**src/rtl/pipeline_arith_issue_unit.sv**
```systemverilog
// Issue stage for the arithmetic pipeline: buffers upstream ops in a FIFO and issues them in order.
// A per-register countdown scoreboard holds back RAW-dependent ops for HAZ_WAIT cycles.
module pipeline_arith_issue_unit #(
    parameter int unsigned DEPTH    = 4,
    parameter int unsigned HAZ_WAIT = 0,
    parameter int unsigned DW       = 8
) (
    input  logic          clk,
    input  logic          rst,
    input  logic          in_valid,
    output logic          in_ready,
    input  logic [DW-1:0] in_a,
    input  logic [DW-1:0] in_b,
    input  logic [4:0]    in_rs,
    input  logic [4:0]    in_rt,
    input  logic [4:0]    in_rd,
    input  logic          in_reg_write,
    output logic          issue_valid,
    output logic [DW-1:0] a,
    output logic [DW-1:0] b,
    output logic [4:0]    rs,
    output logic [4:0]    rt,
    output logic [4:0]    rd,
    output logic          reg_write,
    output logic [15:0]   stall_cycles
);

    localparam int unsigned PW       = (DEPTH > 1) ? $clog2(DEPTH) : 1;
    localparam logic [PW:0] FULL_CNT = (PW + 1)'(DEPTH);
    localparam logic [2:0]  WAIT     = 3'(HAZ_WAIT);

    typedef struct packed {
        logic [DW-1:0] a;
        logic [DW-1:0] b;
        logic [4:0]    rs;
        logic [4:0]    rt;
        logic [4:0]    rd;
        logic          rw;
    } op_t;

    op_t           mem_q [DEPTH];
    logic [PW-1:0] wr_ptr_q, wr_ptr_d;
    logic [PW-1:0] rd_ptr_q, rd_ptr_d;
    logic [PW:0]   count_q, count_d;
    logic [2:0]    cnt_q [32];
    logic [2:0]    cnt_d [32];
    logic [15:0]   stall_q, stall_d;

    logic          valid_q, valid_d;
    op_t           out_q, out_d;

    op_t           head;
    op_t           in_op;
    logic          empty, full, hazard, issue, push;

    assign in_op = '{a: in_a, b: in_b, rs: in_rs, rt: in_rt, rd: in_rd, rw: in_reg_write};
    assign head  = mem_q[rd_ptr_q];
    assign empty = (count_q == '0);
    assign full  = (count_q == FULL_CNT);

    // Register 0 is hard-wired, so it never creates a dependency.
    assign hazard = !empty &&
                    (((head.rs != 5'd0) && (cnt_q[head.rs] != 3'd0)) ||
                     ((head.rt != 5'd0) && (cnt_q[head.rt] != 3'd0)));
    assign issue  = !empty && !hazard;
    assign push   = in_valid && !full;

    assign in_ready = !full;

    always_comb begin
        wr_ptr_d = wr_ptr_q;
        rd_ptr_d = rd_ptr_q;
        count_d  = count_q;
        stall_d  = stall_q;
        valid_d  = 1'b0;
        out_d    = out_q;
        out_d.rw = 1'b0;

        if (push) begin
            wr_ptr_d = wr_ptr_q + 1'b1;
        end
        if (issue) begin
            rd_ptr_d = rd_ptr_q + 1'b1;
            valid_d  = 1'b1;
            out_d    = head;
        end
        if (push && !issue) begin
            count_d = count_q + 1'b1;
        end else if (issue && !push) begin
            count_d = count_q - 1'b1;
        end
        if (hazard && (stall_q != 16'hFFFF)) begin
            stall_d = stall_q + 16'd1;
        end

        for (int r = 0; r < 32; r++) begin
            cnt_d[r] = (cnt_q[r] != 3'd0) ? cnt_q[r] - 3'd1 : 3'd0;
        end
        // A fresh write restarts the wait even if an older countdown is still running.
        if (issue && head.rw && (head.rd != 5'd0)) begin
            cnt_d[head.rd] = WAIT;
        end
        cnt_d[0] = 3'd0;
    end

    always_ff @(posedge clk) begin
        if (!rst) begin
            wr_ptr_q <= '0;
            rd_ptr_q <= '0;
            count_q  <= '0;
            stall_q  <= '0;
            valid_q  <= 1'b0;
            out_q    <= '0;
            for (int r = 0; r < 32; r++) begin
                cnt_q[r] <= 3'd0;
            end
        end else begin
            wr_ptr_q <= wr_ptr_d;
            rd_ptr_q <= rd_ptr_d;
            count_q  <= count_d;
            stall_q  <= stall_d;
            valid_q  <= valid_d;
            out_q    <= out_d;
            for (int r = 0; r < 32; r++) begin
                cnt_q[r] <= cnt_d[r];
            end
        end
    end

    // Payload storage needs no reset; occupancy is tracked by count_q.
    always_ff @(posedge clk) begin
        if (rst && push) begin
            mem_q[wr_ptr_q] <= in_op;
        end
    end

    assign issue_valid  = valid_q;
    assign a            = out_q.a;
    assign b            = out_q.b;
    assign rs           = out_q.rs;
    assign rt           = out_q.rt;
    assign rd           = out_q.rd;
    assign reg_write    = out_q.rw;
    assign stall_cycles = stall_q;

endmodule
```
**config.mk**
```make
export PLATFORM = sky130hd
export DESIGN_NAME = pipeline_arith_issue_unit
export DESIGN_NICKNAME = d
export VERILOG_FILES = /design/src/rtl/pipeline_arith_issue_unit.sv
export SDC_FILE = /design/constraint.sdc
export NUM_CORES = 1
export LEC_CHECK = 0
export CORE_MARGIN = 2
export CORE_UTILIZATION = 25
export DETAILED_ROUTE_END_ITERATION = 16
export DONT_BUFFER_PORTS = 1
export GPL_TIMING_DRIVEN = 0
export HOLD_SLACK_MARGIN = 0.02
export SLEW_MARGIN = 20
export SYNTH_ARGS = -nofsm -noshare
export SYNTH_HDL_FRONTEND = slang
export SYNTH_SLANG_ARGS = --single-unit
```
**constraint.sdc**
```tcl
create_clock -name clk -period 5.88 [get_ports clk]
set_input_delay 1.176 -clock clk [delete_from_list [all_inputs] [get_ports clk]]
set_output_delay 1.176 -clock clk [all_outputs]
set_load 0.05 [all_outputs]
```
* Word-level counts from Yosys, hierarchy flattened
Memories as Yosys holds them, arrays and structs flattened. A register that Yosys moved wholly into a read port is not among the register bits.
Index checks and enable logic that the tools add are counted.
** Storage, ports and cells
- Memories kept :: 2
- Memory bits (writable) :: 224
- Word-level logic and storage cells :: 220
- Output and inout bits :: 50
- Flip-flop bits (word level) :: 56
** Cells by class
- Equal/unequal tests :: 2
- Multiplexer cells :: 75
- Reduce and logical (&&, ||, !) cells :: 57
- $add $sub $neg :: 36
- Order comparisons :: 2
- Bitwise operators :: 35
** Memory list
- mem_q :: words 4, bits a word 32, rd ports 1, clocked after Yosys merged registers in 1, wr ports 1, line 41 : op_t mem_q [DEPTH];
- cnt_q :: words 32, bits a word 3, rd ports 33, clocked after Yosys merged registers in 0, wr ports 32, line 45 : logic [2:0] cnt_q [32];
** Operator list (count)
- $mux 3 :: 66
- $reduce_bool 3->1 :: 33
- $sub 3x1->3 const B :: 32
- $and 93x93->93 :: 1
- $mux 93 :: 1
- $not 93->93 :: 1
- $or 1x1->1 :: 32
- $add 16x1->16 const B :: 1
- $ne 16x16->1 const B :: 1
- $demux 3 s5 :: 1
- $reduce_bool 5->1 :: 3
- $logic_and 1x1->1 :: 12
- $ge 6x6->1 const B :: 1
- $lt 6x1->1 const B :: 1
- $not 5->6 :: 1
- $logic_not 1->1 :: 5
- $mux 1 :: 5
- $add 2x1->2 const B :: 2
- $mux 2 :: 2
- $add 3x1->3 const B :: 1
- $eq 3x3->1 const B :: 1
- $logic_not 3->1 :: 1
- $reduce_and 2->1 :: 1
- $reduce_bool 2->1 :: 1
- $logic_or 1x1->1 :: 1

* Logic depth before layout (Yosys ltp)
Gate-level depths: netlist (run 1).
An unclocked memory read counts as a cell.
- Depth in word-level cells :: 11
- Mapped depth :: 17

* Least setup slack after synthesis (run 1)
No wires, ideal clock.
- Kind :: register to register
- From :: register with a tool-made name
- To :: register count_q[2]
- Path buffers :: 3
- Library setup time :: 71 ps
- Stages on the path, launching flop included :: 16
- Slack :: 2174 ps
- Arrival time :: 3635 ps
- Cells stage by stage :: dfxtp_1 -> buf_6 -> mux4_2 -> inv_1 -> mux4_2 -> a211oi_2 -> nor4_2 -> nand4b_1 -> buf_2 -> buf_4 -> ha_1 -> inv_1 -> fa_1 -> xor2_1 -> or3_1 -> a21oi_1
** RTL lines
- to (signal assigned) :: line 120 : count_q <= count_d;
- to (decl) :: line 44 : logic [PW:0] count_q, count_d;

==> key figures, run 1 <==
Global routing
  • GRT overflow: 0
  • Global-route wire length before repair: 44700 um
  • Antenna violations before repair: 0
  • Total track usage: 11.1%
  • Pin count of the biggest net entering global routing: 28
  • Vias in the first global route: 8098

Clock tree
  • CTS buffer count: 30
  • Sink Count: 279
  • Clk slew on worst S/H paths: 60 ps
  • TritonCTS clock tree: done
  • Clk buf depth: 3
  • Post-CTS Hold Buffers: 0
  • Resized cells post-CTS: 0
  • CTS root buf: clkbuf_16
  • Post-CTS setup buffer count: 0
  • Clock Latency Late Sink: 570 ps
  • H-tree level count: 1

Route
  • Vias: 7958
  • Drt first-iter violations: 501
  • Routed Antenna Nets: 0
  • Vias per cell: 4.56
  • DRT Wirelength: 28600 um
  • Residual DRC count: 0
  • Initial DRT Pass Iterations: 5
  • Drt wl/cell: 16.4 um

STA
  • Fin Setup TNS: 0 ps
  • Final Skew: 26.1 ps
  • Worst Setup Slack, final: 1320 ps
  • Endpoints failing hold: 0
  • Final Cycle Share: 77.6%
  • WHS: 468 ps
  • RSZ-0062 raised after global routing: false
  • Relative slew slack: 39.1%
  • Fmax: 219 MHz
  • Fin crit period: 4560 ps
  • Worst-margin pin slew: 914 ps
  • Endpoints failing setup: 0
  • Max-slew violations: 0

Synthesis
  • Cells after Synth: 1064
  • Prevailing post-synth register cell: dfxtp_1
  • Warnings, synthesis: 0
  • Post-synth EDFFs: 128
  • Area of the mapped netlist: 0.0123 mm2
  • Library cells used by synthesis: 48
  • Avg Cell Area, Syn: 11.5 um2
  • Async S/R FF share, synth: 0%
  • Syn Nets: 1168
  • Register area share after synthesis: 56.0%
  • Yosys reg bits: 279

Worst setup path
  • Cell mode on critical path: buf_2
  • Cell family with most CP delay: buffers and inverters
  • Reg2reg setup slack: 1320 ps
  • WP data arrival: 5040 ps
  • Element type at the critical path end: flip-flop
  • Worst path bufs/invs: 6
  • CP startpoint kind: flip-flop
  • Worst Path Max Fanout: 10
  • Critical Path RT: 6350 ps
  • Crit path max-delay cell type: buf_2
  • Worst path cell trace: clkbuf_1 > buf_2 > mux4_2 > buf_2 > mux2i_1 > a221oi_1 > a211oi_1 > o21bai_1 > nand4b_1 > buf_2 > buf_4 > ha_1 > inv_1 > fa_1 > xor2_1 > or3_1 > a21oi_1
  • CP peak stage delay: 370 ps
  • R2R Path End: count_q[2]$_SDFFE_PN0P_
  • R2R depth: 17
  • Kind of critical path: reg2reg

Final layout
  • # fillers: 4932
  • Most common cell after layout, fill and taps aside: dfxtp_1
  • # diodes: 0
  • Most frequent cells in the layout: dfxtp_1 (151), edfxtp_1 (128), nor2_1 (103)
  • Share of layout cells above drive strength 1: 10.9%
  • Final nets: 1204
  • Fin area: 0.0142 mm2
  • Area Overhead vs Synth: 15.5%

Placed design
  • Post-place setup slack: 1250 ps
  • Area post-placement: 0.0131 mm2
  • Final GP Congestion: 0.823
  • I/O Buffers: 0
  • Placed wire-length estimate: 20300 um

Min path
  • WHS Path Cells: 1
  • Worst hold path type: reg2reg
  • Worst hold endpoint: cnt_q[13][0]$_SDFF_PN0_
  • Hold Startpoint: cnt_q[13][0]$_SDFF_PN0_

Floorplanning
  • Initial Utilization: 25.2%
  • Io pins: 85
  • Die H: 225 um
  • Placeable Area: 0.0486 mm2
  • Die width: 225 um
  • Std-Cell Rows: 81
  • Die ar.: 0.0508 mm2

Power
  • Worst vdd ir: 0.000263 V
  • Total Power: 5.88 mW
  • Leak: 5.29 nW
  • Pwr/cell area: 416 mW/mm2

Run status
  • Status: finished clean

Flow run
  • Max-cap violations: 0
worst max-delay path by stage:
stage / cells past startpoint / slack (ps) / end
after CTS: 17 / 1250 / count_q[2]$_SDFFE_PN0P_
after floorplan: 15 / 2170 / count_q[2]$_SDFFE_PN0P_
after global routing: 17 / 960 / count_q[2]$_SDFFE_PN0P_
after detailed placement: 17 / 1250 / count_q[2]$_SDFFE_PN0P_
after global placement: 17 / 1290 / count_q[2]$_SDFFE_PN0P_
final: 17 / 1320 / count_q[2]$_SDFFE_PN0P_
where the power goes:
group	internal, mW	switching (mW)	leakage (nW)
Sequential	2.20	0.451	2.38
Clock	1.18	0.773	0.494
Combinational	0.488	0.791	2.41
sequential cells by signal, summed over array words and instances, names as in the netlist, 3 cells and up, named ones only:
signal,count
stall_cycles,16
rs,5
count_q,3
rt,5
cnt_q,93
a,8
b,8
mem_q,128
rd,5
logic make-up (layout without fill, tap and decap cells):
family	after synthesis	count (layout)	synth area share, %
fa+ha+maj	69	69	7.11
simple gates	386	386	15.7
buf+inv	127	187	4.24
xor+xnor	4	4	0.286
flops	279	279	56.0
compound gates	102	102	5.13
mux	97	97	11.5
stage by stage:
step	utilization [%]	std cells
detailed placement	27.0	1690
global route	29.1	1746
finish	29.1	1746
global placement	26.8	1686
CTS	29.1	1746
floorplan	-	1064
final cells by class:
cell class	count	area [um2]	area share [%]
Sequential cell	279	6870	48.5
Multi-Input combinational cell	658	4870	34.4
Clock buffer	37	797	5.63
Tap cell	622	778	5.50
Inverter	74	278	1.96
Buffer	53	241	1.71
Clock inverter	19	240	1.70
Timing Repair Buffer	4	80.1	0.566
synthesized netlist by cell type, types with 25 or more instances:
master      n  area [um2]
nor4_1     25         156
inv_1      74         278
edfxtp_1  128        3840
mux4_2     35         788
nor2_1    103         387
dfxtp_1   151        3020
a31oi_1    26         163
mux2i_1    60         601
and2_1     30         188
a21oi_1    39         195
ha_1       68         851
nand2_1    66         248
clkbuf_1   30         113
nor3_1     76         380
per-layer routing:
metal / vias up / global-route usage [%] / share of wire (%) / routed length, um
met5: - / 0 / 0 / 0
met4: 0 / 2.35 / 1.5 / 428
met3: 33 / 3.00 / 6.7 / 1930
met2: 167 / 19.9 / 50 / 14300
met1: 3898 / 13.3 / 42 / 11900
li1: 3860 / - / - / -
Note: power is estimated with default switching activity, not from simulation.
==> inputs of run 2 (changes only) <==
==> constraint.sdc (replaced) <==
create_clock -name clk -period 4.8 [get_ports clk]
set_input_delay 0.96 -clock clk [delete_from_list [all_inputs] [get_ports clk]]
set_output_delay 0.96 -clock clk [all_outputs]
set_load 0.05 [all_outputs]
==> run 2 against run 1 <==
  * Routed wire length hardly changed
  * Core utilization hardly changed
  * Combinational power is 22% higher
  * Sequential share of layout area hardly changed
  * Worst hold slack hardly changed
  * Largest cell class unchanged
  * Largest power group unchanged
  * Highest routed layer unchanged
==> key figures, run 2 (synthesis results as in run 1) <==
STA
  • Fmax: 225 MHz (+2.7%)
  • Worst Setup Slack, final: 356 ps (-959 ps)
  • Endpoints failing hold: 0 (unchanged)
  • Final Cycle Share: 92.6% (+15 points)
  • Relative slew slack: 39.0% (-0.040 points)
  • Fin Setup TNS: 0 ps (unchanged)
  • Max-slew violations: 0 (unchanged)
  • RSZ-0062 raised after global routing: false
  • Final Skew: 28.9 ps (+2.78 ps)
  • Endpoints failing setup: 0 (unchanged)
  • Worst-margin pin slew: 915 ps (+0.604 ps)
  • Fin crit period: 4440 ps (-121 ps)

Worst setup path
  • CP startpoint kind: flip-flop
  • Kind of critical path: reg2reg
  • Element type at the critical path end: flip-flop
  • Worst path cell trace: buf_6 > buf_6 > mux4_2 > buf_2 > mux2i_1 > a221oi_1 > a211oi_1 > o21bai_1 > nand4b_1 > buf_2 > buf_4 > ha_1 > inv_1 > fa_1 > xor2_1 > or3_1 > a21oi_1
  • Crit path max-delay cell type: mux4_2
  • Cell family with most CP delay: buffers and inverters
  • Worst Path Max Fanout: 10 (unchanged)
  • Critical Path RT: 5270 ps (-1080 ps)
  • CP peak stage delay: 530 ps (+160 ps)
  • WP data arrival: 4910 ps (-130 ps)
  • Worst path bufs/invs: 6 (unchanged)

Final layout
  • # fillers: 4932 (unchanged)
  • Most frequent cells in the layout: dfxtp_1 (151), edfxtp_1 (128), nor2_1 (103)
  • # diodes: 0 (unchanged)
  • Most common cell after layout, fill and taps aside: dfxtp_1
  • Share of layout cells above drive strength 1: 10.9% (about the same)
  • Final nets: 1203 (-0.083%)
  • Area Overhead vs Synth: 15.5% (about the same)
  • Max reg flops: 128 (unchanged)
  • Top reg by flops: mem_q

Placed design
  • Placed wire-length estimate: 20300 um (unchanged)
  • Post-place setup slack: 170 ps (-1080 ps)
  • Final GP Congestion: 0.823 (unchanged)
  • I/O Buffers: 0 (unchanged)

Min path
  • Worst hold path type: reg2reg
  • Hold Startpoint: cnt_q[13][0]$_SDFF_PN0_

Route
  • Residual DRC count: 0 (unchanged)
  • Routed Antenna Nets: 0 (unchanged)
  • DRT Wirelength: 28500 um (about the same)
  • Vias per cell: 4.58 (+0.43%)
  • Drt wl/cell: 16.3 um (about the same)
  • Initial DRT Pass Iterations: 5 (unchanged)
  • Vias: 7988 (+0.38%)
  • Drt first-iter violations: 511 (+2.0%)

Power
  • Leak: 5.29 nW (about the same)
  • Pwr/cell area: 509 mW/mm2 (+23%)
  • Clock share of power: 33.3% (about the same)
  • Combinational share of power: 21.6% (-0.2 points)
  • Pint: 4.73 mW (+22%)
  • Seq pwr share: 45.1% (about the same)
  • Sw Ratio: 34.3% (about the same)
  • Worst vdd ir: 0.000322 V (+22%)
  • Total Power: 7.20 mW (+22%)
  • Switching power: 2.47 mW (+22%)

Global routing
  • Vias in the first global route: 8098 (unchanged)
  • GRT overflow: 0 (unchanged)
  • Antenna violations before repair: 0 (unchanged)
  • Pin count of the biggest net entering global routing: 28 (unchanged)
  • Global-route wire length before repair: 44700 um (unchanged)
  • Total track usage: 11.1% (unchanged)

Clock tree
  • CTS buffer count: 30 (unchanged)
  • TritonCTS clock tree: done
  • Post-CTS Hold Buffers: 0 (unchanged)
  • Clk slew on worst S/H paths: 60 ps (about the same)
  • H-tree level count: 1 (unchanged)
  • Clock Latency Late Sink: 570 ps (about the same)
  • CTS root buf: clkbuf_16
  • Clk buf depth: 3 (unchanged)
  • Post-CTS setup buffer count: 0 (unchanged)
  • Resized cells post-CTS: 0 (unchanged)
  • Sink Count: 279 (unchanged)

Floorplanning
  • Std-Cell Rows: 81 (unchanged)
  • Die width: 225 um (unchanged)
  • Io pins: 85 (unchanged)
  • Die H: 225 um (unchanged)
  • Die ar.: 0.0508 mm2 (unchanged)
  • Placeable Area: 0.0486 mm2 (unchanged)
  • Initial Utilization: 25.2% (unchanged)

Run status
  • Status: finished clean

Flow run
  • Max-cap violations: 0 (unchanged)
-- run 2: cell count changes in the layout (fill, tap and decap cells not counted), sizes merged --
cell | previous run | this run
clkbuf | 67 | 66
-- run 2: per-stage QoR --
| step | cells | util [%] | hold WS [ps] | cell area, um2 |
|---|---|---|---|---|
| finish | 1745 | 29.1 | 468 | 14100 |
| global route | 1745 | 29.1 | 465 | 14100 |
| CTS | 1746 | 29.1 | 466 | 14200 |
| detailed placement | 1690 | 27.0 | 457 | 13100 |
| global placement | 1686 | 26.8 | 448 | 13000 |
| floorplan | 1064 | - | 430 | 12300 |
-- run 2: path summary, 6_finish.rpt --
| check | end | slack (ps) | cells past startpoint |
|---|---|---|---|
| worst max register to register | count_q[2]$_SDFFE_PN0P_ | 360 | 17 |
| worst max-delay path | count_q[2]$_SDFFE_PN0P_ | 360 | 17 |
| worst min-delay path | cnt_q[13][0]$_SDFF_PN0_ | 470 | 1 |
| worst min register to register | cnt_q[13][0]$_SDFF_PN0_ | 470 | 1 |
-- run 2: final cells by class --
type	instances	area [um2]	share of cell area, %
well taps	622	778	5.50
multi-input cells	658	4870	34.4
plain buffers	52	238	1.68
inverters	74	278	1.96
clock buffers	37	797	5.63
clock inverters	19	240	1.70
flip-flops and latches	279	6870	48.5
repair buffers	4	80.1	0.566
-- run 2: metal layers --
layer  global-route usage (%)  part of all wire (%)  vias up
met3                     3.00                   6.7       32
li1                         -                     -     3861
met1                     13.3                    42     3922
met5                        0                     0        -
met2                     19.9                    50      173
met4                     2.35                   1.5        0
-- run 2: power by group through the flow --
stage,sequential [mW],combinational [mW],clock [mW]
final,3.25,1.56,2.40
after global routing,3.28,1.69,2.54
after CTS,3.25,1.59,2.45
after detailed placement,3.30,1.58,0
after global placement,3.30,1.54,0
after floorplan,3.23,1.15,0
